$ cat config.mk
export PLATFORM = sky130hd
export DESIGN_NAME = edge_event_serializer
export DESIGN_NICKNAME = d
export VERILOG_FILES = /design/src/rtl/edge_event_serializer.sv
export SDC_FILE = /design/constraint.sdc
export NUM_CORES = 1
export LEC_CHECK = 0
export CAP_MARGIN = 20
export CORE_MARGIN = 2
export CORE_UTILIZATION = 59
export CTS_CLUSTER_DIAMETER = 30
export CTS_CLUSTER_SIZE = 24
export DETAILED_ROUTE_END_ITERATION = 16
export PLACE_DENSITY = 0.83
export SETUP_SLACK_MARGIN = 0.2
export SYNTH_ARGS = -nofsm -noshare
export SYNTH_HDL_FRONTEND = slang
export SYNTH_SLANG_ARGS = --single-unit
$ cat constraint.sdc
create_clock -name clk -period 12 [get_ports clk]
set_input_delay 2.4 -clock clk [delete_from_list [all_inputs] [get_ports clk]]
set_output_delay 2.4 -clock clk [all_outputs]
set_load 0.1 [all_outputs]
$ cat src/rtl/edge_event_serializer.sv
// Edge event serializer: turns newly captured, unreported capture bits into a
// round-robin stream of single event indices over a valid/ready handshake.
// The upstream capture vector is sticky, so reported bits are remembered here
// until a rearm pulse clears the record.
module edge_event_serializer #(
    parameter int WIDTH = 32,
    parameter int IDX_W = $clog2(WIDTH),
    parameter int CNT_W = 16
) (
    input  logic             clk,
    input  logic             reset,
    input  logic [WIDTH-1:0] edge_i,
    input  logic [WIDTH-1:0] mask_i,
    input  logic             rearm_i,
    output logic             evt_valid_o,
    output logic [IDX_W-1:0] evt_idx_o,
    input  logic             evt_ready_i,
    output logic [WIDTH-1:0] served_o,
    output logic [CNT_W-1:0] evt_cnt_o
);

    typedef enum logic {
        IDLE,
        OFFER
    } state_t;

    state_t           r_state;
    state_t           w_stateNext;
    logic [IDX_W-1:0] r_idx;
    logic [IDX_W-1:0] r_ptr;
    logic [WIDTH-1:0] r_served;
    logic [CNT_W-1:0] r_cnt;

    logic [WIDTH-1:0] w_pending;
    logic [WIDTH-1:0] w_servedNext;
    logic [IDX_W-1:0] w_selIdx;
    logic             w_selFound;
    logic             w_load;
    logic             w_handshake;

    assign w_pending   = edge_i & mask_i & ~r_served;
    assign w_handshake = (r_state == OFFER) && evt_ready_i;

    assign evt_valid_o = (r_state == OFFER);
    assign evt_idx_o   = r_idx;
    assign served_o    = r_served;
    assign evt_cnt_o   = r_cnt;

    // Round-robin pick: the pending bit closest at or after the pointer wins;
    // scanning offsets downward lets the smallest offset overwrite the rest.
    always_comb begin
        w_selIdx   = '0;
        w_selFound = 1'b0;
        for (int i = WIDTH - 1; i >= 0; i--) begin
            if (w_pending[r_ptr + IDX_W'(i)]) begin
                w_selIdx   = r_ptr + IDX_W'(i);
                w_selFound = 1'b1;
            end
        end
    end

    // FSM state register.
    always_ff @(posedge clk) begin
        if (reset) begin
            r_state <= IDLE;
        end else begin
            r_state <= w_stateNext;
        end
    end

    // Next-state logic: load a selection from IDLE, hold the offer until accepted.
    always_comb begin
        w_stateNext = r_state;
        w_load      = 1'b0;
        case (r_state)
            IDLE: begin
                if (w_selFound) begin
                    w_load      = 1'b1;
                    w_stateNext = OFFER;
                end
            end
            OFFER: begin
                if (w_handshake) begin
                    w_stateNext = IDLE;
                end
            end
            default: w_stateNext = IDLE;
        endcase
    end

    // Offered index is captured on selection and stays frozen during the offer.
    always_ff @(posedge clk) begin
        if (reset) begin
            r_idx <= '0;
        end else if (w_load) begin
            r_idx <= w_selIdx;
        end
    end

    // Pointer moves one past the accepted index, wrapping naturally at WIDTH.
    always_ff @(posedge clk) begin
        if (reset) begin
            r_ptr <= '0;
        end else if (w_handshake) begin
            r_ptr <= r_idx + IDX_W'(1);
        end
    end

    // Rearm wipes the record first so a simultaneous handshake still marks its bit.
    always_comb begin
        w_servedNext = rearm_i ? '0 : r_served;
        if (w_handshake) begin
            w_servedNext[r_idx] = 1'b1;
        end
    end

    // Reported-bit record register.
    always_ff @(posedge clk) begin
        if (reset) begin
            r_served <= '0;
        end else begin
            r_served <= w_servedNext;
        end
    end

    // Accepted-event counter, sticking at all-ones.
    always_ff @(posedge clk) begin
        if (reset) begin
            r_cnt <= '0;
        end else if (w_handshake && (r_cnt != '1)) begin
            r_cnt <= r_cnt + CNT_W'(1);
        end
    end

endmodule
==> flow_results.org <==
** Outcome
- The run finished with clean final reports.

** Critical path
- The worst setup path is captured at a register.
- STA classifies the critical path startpoint as an input pin.
- Crit path cell chain :: clkdlybuf4s50_1, and3b_1, mux2i_1, mux4_2, o22ai_1, a221oi_2, nand3_1, nor4_1, nand4_1, o21bai_2, a2111oi_0, a2111oi_1
- The largest individual stage delay along the critical path comes from the cell sky130_fd_sc_hd__a221oi_2.
- Critical setup path kind :: input pin to register
- CP peak stage delay :: approximately 0.85 ns
- Together, buffers and inverters on the worst path number 1.
- Data arrives at the worst endpoint at about 7 ns.
- Data on the critical path is required at its endpoint by between 10 and 15 ns.
- Among cell families on the critical path, the largest total delay comes from compound AO/OA/AOI/OAI gates.
- Largest driver fanout on the critical path :: 11

** Pwr
- VDD sags by at most between 0.1 and 0.15 mV.
- Int Pwr :: 0.738 mW
- The share of total power dissipated in combinational logic is 0.689.
- Part of the total power dissipated in sequential elements :: 0.141
- Summed over all cells, the static leakage comes to roughly 4.2 nW.
- Share of total power consumed by net switching :: 0.525
- Share of total power in the clock network :: 0.170
- For this design the total switching power over the nets is 0.816 mW.
- For this design the ratio of total power to cell area is approximately 130 nW/µm².

** Clock tree
- The root buffer cell chosen for the clock tree is sky130_fd_sc_hd__clkbuf_16.
- Maximum number of buffers from clock root to sink :: 2
- Clock tree synthesis found a total of between 50 and 60 sinks.
- Counting the buffers created by CTS gives 9.
- The number of hold buffers added after CTS was 0.
- CTS built an H-tree with a depth of 3.
- After clock tree synthesis, the clock-pin slew on the worst setup and hold paths is 0.06 ns.
- TritonCTS built the clock tree.
- Clock latency on the worst-skew pair :: 0.34 ns
- Buffers added to address setup during post-CTS repair amount to 0.
- The number of gates resized after CTS was 0.

** Yosys
- Part of the Yosys area used for sequential elements :: 0.112
- Of the post-synthesis cell area, the dominant cell type holds 0.132.
- The synthesized design contains 59 register bits.
- In this run, synthesis inferred 0 flip-flops with an integrated enable.
- Cell type with the largest total area after synthesis :: sky130_fd_sc_hd__mux4_2
- Synth Net Count :: between 1,000 and 1,500
- Synthesis instantiated 92 different standard cells from the library.
- Each instance of the synthesized netlist takes up on average roughly 8 µm².
- Ys async rst share :: 0
- Post-Syn Instances :: between 1,000 and 1,500
- Summing every instance area after synthesis gives between 10,000 and 15,000 µm².
- In the post-synthesis netlist, the biggest area contributors are sky130_fd_sc_hd__mux4_2 (13%), sky130_fd_sc_hd__dfxtp_1 (11%), sky130_fd_sc_hd__mux2i_1 (8.0%), sky130_fd_sc_hd__nor2_1 (5.2%), sky130_fd_sc_hd__a21oi_1 (4.7%).
- The Yosys step of the flow raised 0 warnings.
- Main flop type after synthesis :: sky130_fd_sc_hd__dfxtp_1

** Layout
- Leaving out fill and tap cells, the most frequent cell in the layout is sky130_fd_sc_hd__nor2_1.
- At the end of the flow, the number of nets in the layout was between 1,000 and 1,500.
- Layout overhead on the synthesized area :: 14.5%
- In the layout the commonest cells are sky130_fd_sc_hd__nor2_1 (146), sky130_fd_sc_hd__clkdlybuf4s50_1 (120), sky130_fd_sc_hd__nand2_1 (111), sky130_fd_sc_hd__a21oi_1 (100), sky130_fd_sc_hd__mux2i_1 (84).
- In the final layout, the share of cells above drive strength 1 is 0.107.

** Global route
- Via count of the first global-routing pass :: ~12,000
- Maximum number of pins on one net before global-route repair :: 67
- Wire length of the first global-routing pass :: around 73,000 µm
- GRT Util Overall :: 0.522
- For this run the aggregate overflow at the end of global routing stands at 0.
- The initial antenna violation count was 1.

** STA
- The number of hold violations in the final report was 0.
- Slew @ Worst Pin :: around 1.2 ns
- Sum of negative setup slack :: 0 ns
- Total setup violations reported at the end of the flow :: 0
- Achievable clock frequency :: 151 MHz
- Relative slew margins :: 0.201
- After layout, the worst setup slack is ~5.4 ns.
- Unrepaired setup endpoints after global routing :: no
- The number of max-slew violations in the final report came to 0.
- After layout, the minimum clock period comes to between 6 and 7 ns.
- Worst Clk Skew :: just under 0.01 ns
- Hold is met by about 0.53 ns.
- Crit share post-route :: 0.553

** Die
- For this design the top-level I/O count stands at about 120.
- The region available for standard cell placement spans 17,400 µm².
- Starting utilization of the core area :: 0.607
- Die Outline Area :: roughly 19,000 µm²
- From left edge to right edge, the die measures about 140 µm.
- Overall die height :: approximately 140 µm
- The floorplan has between 40 and 50 rows.

** Route
- After detailed routing, the average wire length per cell comes to between 30 and 40 µm.
- Drt first pass iters :: 6
- Via/cell ratio :: ~8
- Total wire length after detailed routing :: 50,600 µm
- For this block, the initial DRC count from the detailed router was 2,519.
- Total DRC errors in the routed layout :: 0
- Number of nets with antenna violations after detailed routing :: 0
- The detailed router placed roughly 13,000 vias in this run.

** Place
- Before CTS, the worst setup slack after placement is 5.36 ns.
- Estimated wirelength of the detail-placed design :: 36,500 µm
- # port buffers :: between 100 and 150
- At the end of routability-driven placement, the weighted congestion stood at around 1.1.

** Job
- Max Cap Violations :: 0

** Hold path
- The tightest min-delay check is of the register to register type.
power by group through the flow:
stage	logic, mW	clock network, mW	registers (mW)
floorplan	0.671	0	0.252
global placement	0.996	0	0.221
detailed placement	0.995	0	0.221
CTS	1.00	0.259	0.217
global route	1.10	0.268	0.219
finish	1.07	0.264	0.219
state kept, by name, indices dropped and copies added (netlist names):
register and flops:
evt_cnt_o 16, evt_idx_o 5, r_ptr 5, evt_valid_o 1, served_o 32
cells in the mapped netlist, types with 8 or more instances:
cell                         n
sky130_fd_sc_hd__nor4_1     10
sky130_fd_sc_hd__nand2b_1   16
sky130_fd_sc_hd__nand3b_1   32
sky130_fd_sc_hd__or2_2       8
sky130_fd_sc_hd__a31oi_1    14
sky130_fd_sc_hd__o31ai_1    10
sky130_fd_sc_hd__mux4_2     62
sky130_fd_sc_hd__o211ai_1   26
sky130_fd_sc_hd__nand3_1    25
sky130_fd_sc_hd__o32ai_1    10
sky130_fd_sc_hd__nor3_1     46
sky130_fd_sc_hd__nand4b_1   11
sky130_fd_sc_hd__xor2_1     16
sky130_fd_sc_hd__nor2_1    146
sky130_fd_sc_hd__dfxtp_1    59
sky130_fd_sc_hd__nor4bb_1   12
sky130_fd_sc_hd__nor2b_1    41
sky130_fd_sc_hd__o22ai_1    26
sky130_fd_sc_hd__mux2i_1    84
sky130_fd_sc_hd__a21oi_1   100
sky130_fd_sc_hd__o21ai_0    54
sky130_fd_sc_hd__nand4_1     9
sky130_fd_sc_hd__o221ai_1    9
sky130_fd_sc_hd__and2_1      9
sky130_fd_sc_hd__and4b_1     8
sky130_fd_sc_hd__a211oi_1   25
sky130_fd_sc_hd__nand2_1   111
sky130_fd_sc_hd__and3b_1    34
sky130_fd_sc_hd__inv_1      20
sky130_fd_sc_hd__xnor2_1    40
sky130_fd_sc_hd__ha_1       17
sky130_fd_sc_hd__and3_1     11
sky130_fd_sc_hd__mux2_2      8
sky130_fd_sc_hd__clkbuf_1   49
sky130_fd_sc_hd__buf_4      11
sky130_fd_sc_hd__buf_1       8
sky130_fd_sc_hd__buf_2      22
kinds of logic (layout without fill, tap and decap cells):
kind of cell,count (synthesis),in the layout,share of synthesized area
muxes,159,159,0.231
other,0,1,0
AOI/OAI and AO/OA,383,383,0.252
and+or+nand+nor,549,549,0.281
buffers and inverters,118,185,0.0521
xor gates and xnor gates,59,59,0.0512
adders and majority gates,17,17,0.0202
DFF,59,59,0.112
area by class of cell:
class	instances	area [µm²]
tap	225	282
timing repair buffer	146	1410
inverter	23	86.3
clock inverter	5	52.6
fill	1376	5280
clock buffer	11	243
antenna	1	2.50
sequential	59	1190
multi-input combinational	1167	8810
layer usage:
layer | track usage | vias up | wire length (µm)
met5 | 0 | - | 0
met4 | 0.316 | 0 | 4010
met3 | 0.219 | 328 | 8270
met2 | 0.739 | 1353 | 20500
met1 | 0.656 | 6075 | 17800
li1 | - | 5343 | -
final timing paths:
check	slack, ns	endpoint	startpoint	depth (start not counted)
hold reg to reg	0.53	evt_cnt_o[11]$_SDFFE_PP0P_	evt_cnt_o[11]$_SDFFE_PP0P_	2
hold / removal	0.53	evt_cnt_o[11]$_SDFFE_PP0P_	evt_cnt_o[11]$_SDFFE_PP0P_	2
setup reg to reg	5.92	evt_idx_o[4]$_SDFFE_PP0P_	r_ptr[0]$_SDFFE_PP0P_	16
setup / recovery	5.37	evt_idx_o[4]$_SDFFE_PP0P_	mask_i[16]	12
worst register-to-register path, stage by stage (launching register included):
cell,delay [ns]
sky130_fd_sc_hd__dfxtp_2,0.31
sky130_fd_sc_hd__buf_4,0.23
sky130_fd_sc_hd__inv_1,0.10
sky130_fd_sc_hd__buf_4,0.40
sky130_fd_sc_hd__ha_1,0.32
sky130_fd_sc_hd__buf_4,0.27
sky130_fd_sc_hd__inv_1,0.65
sky130_fd_sc_hd__mux4_2,0.61
sky130_fd_sc_hd__mux2i_2,0.38
sky130_fd_sc_hd__nor2_1,0.13
sky130_fd_sc_hd__a211oi_1,0.67
sky130_fd_sc_hd__o21bai_1,0.25
sky130_fd_sc_hd__nor4_1,0.34
sky130_fd_sc_hd__nand4_1,0.30
sky130_fd_sc_hd__o21bai_2,0.49
sky130_fd_sc_hd__a2111oi_0,0.14
sky130_fd_sc_hd__a2111oi_1,0.36
through the flow:
stage	power (mW)	cell area (µm²)	std cells	util
floorplan	0.923	10500	1344	-
global placement	1.22	11700	1618	0.677
detailed placement	1.22	11700	1618	0.677
CTS	1.48	12000	1634	0.694
global route	1.59	12100	1636	0.695
finish	1.55	12100	1637	0.696
Power figures use the tool's default switching activity.
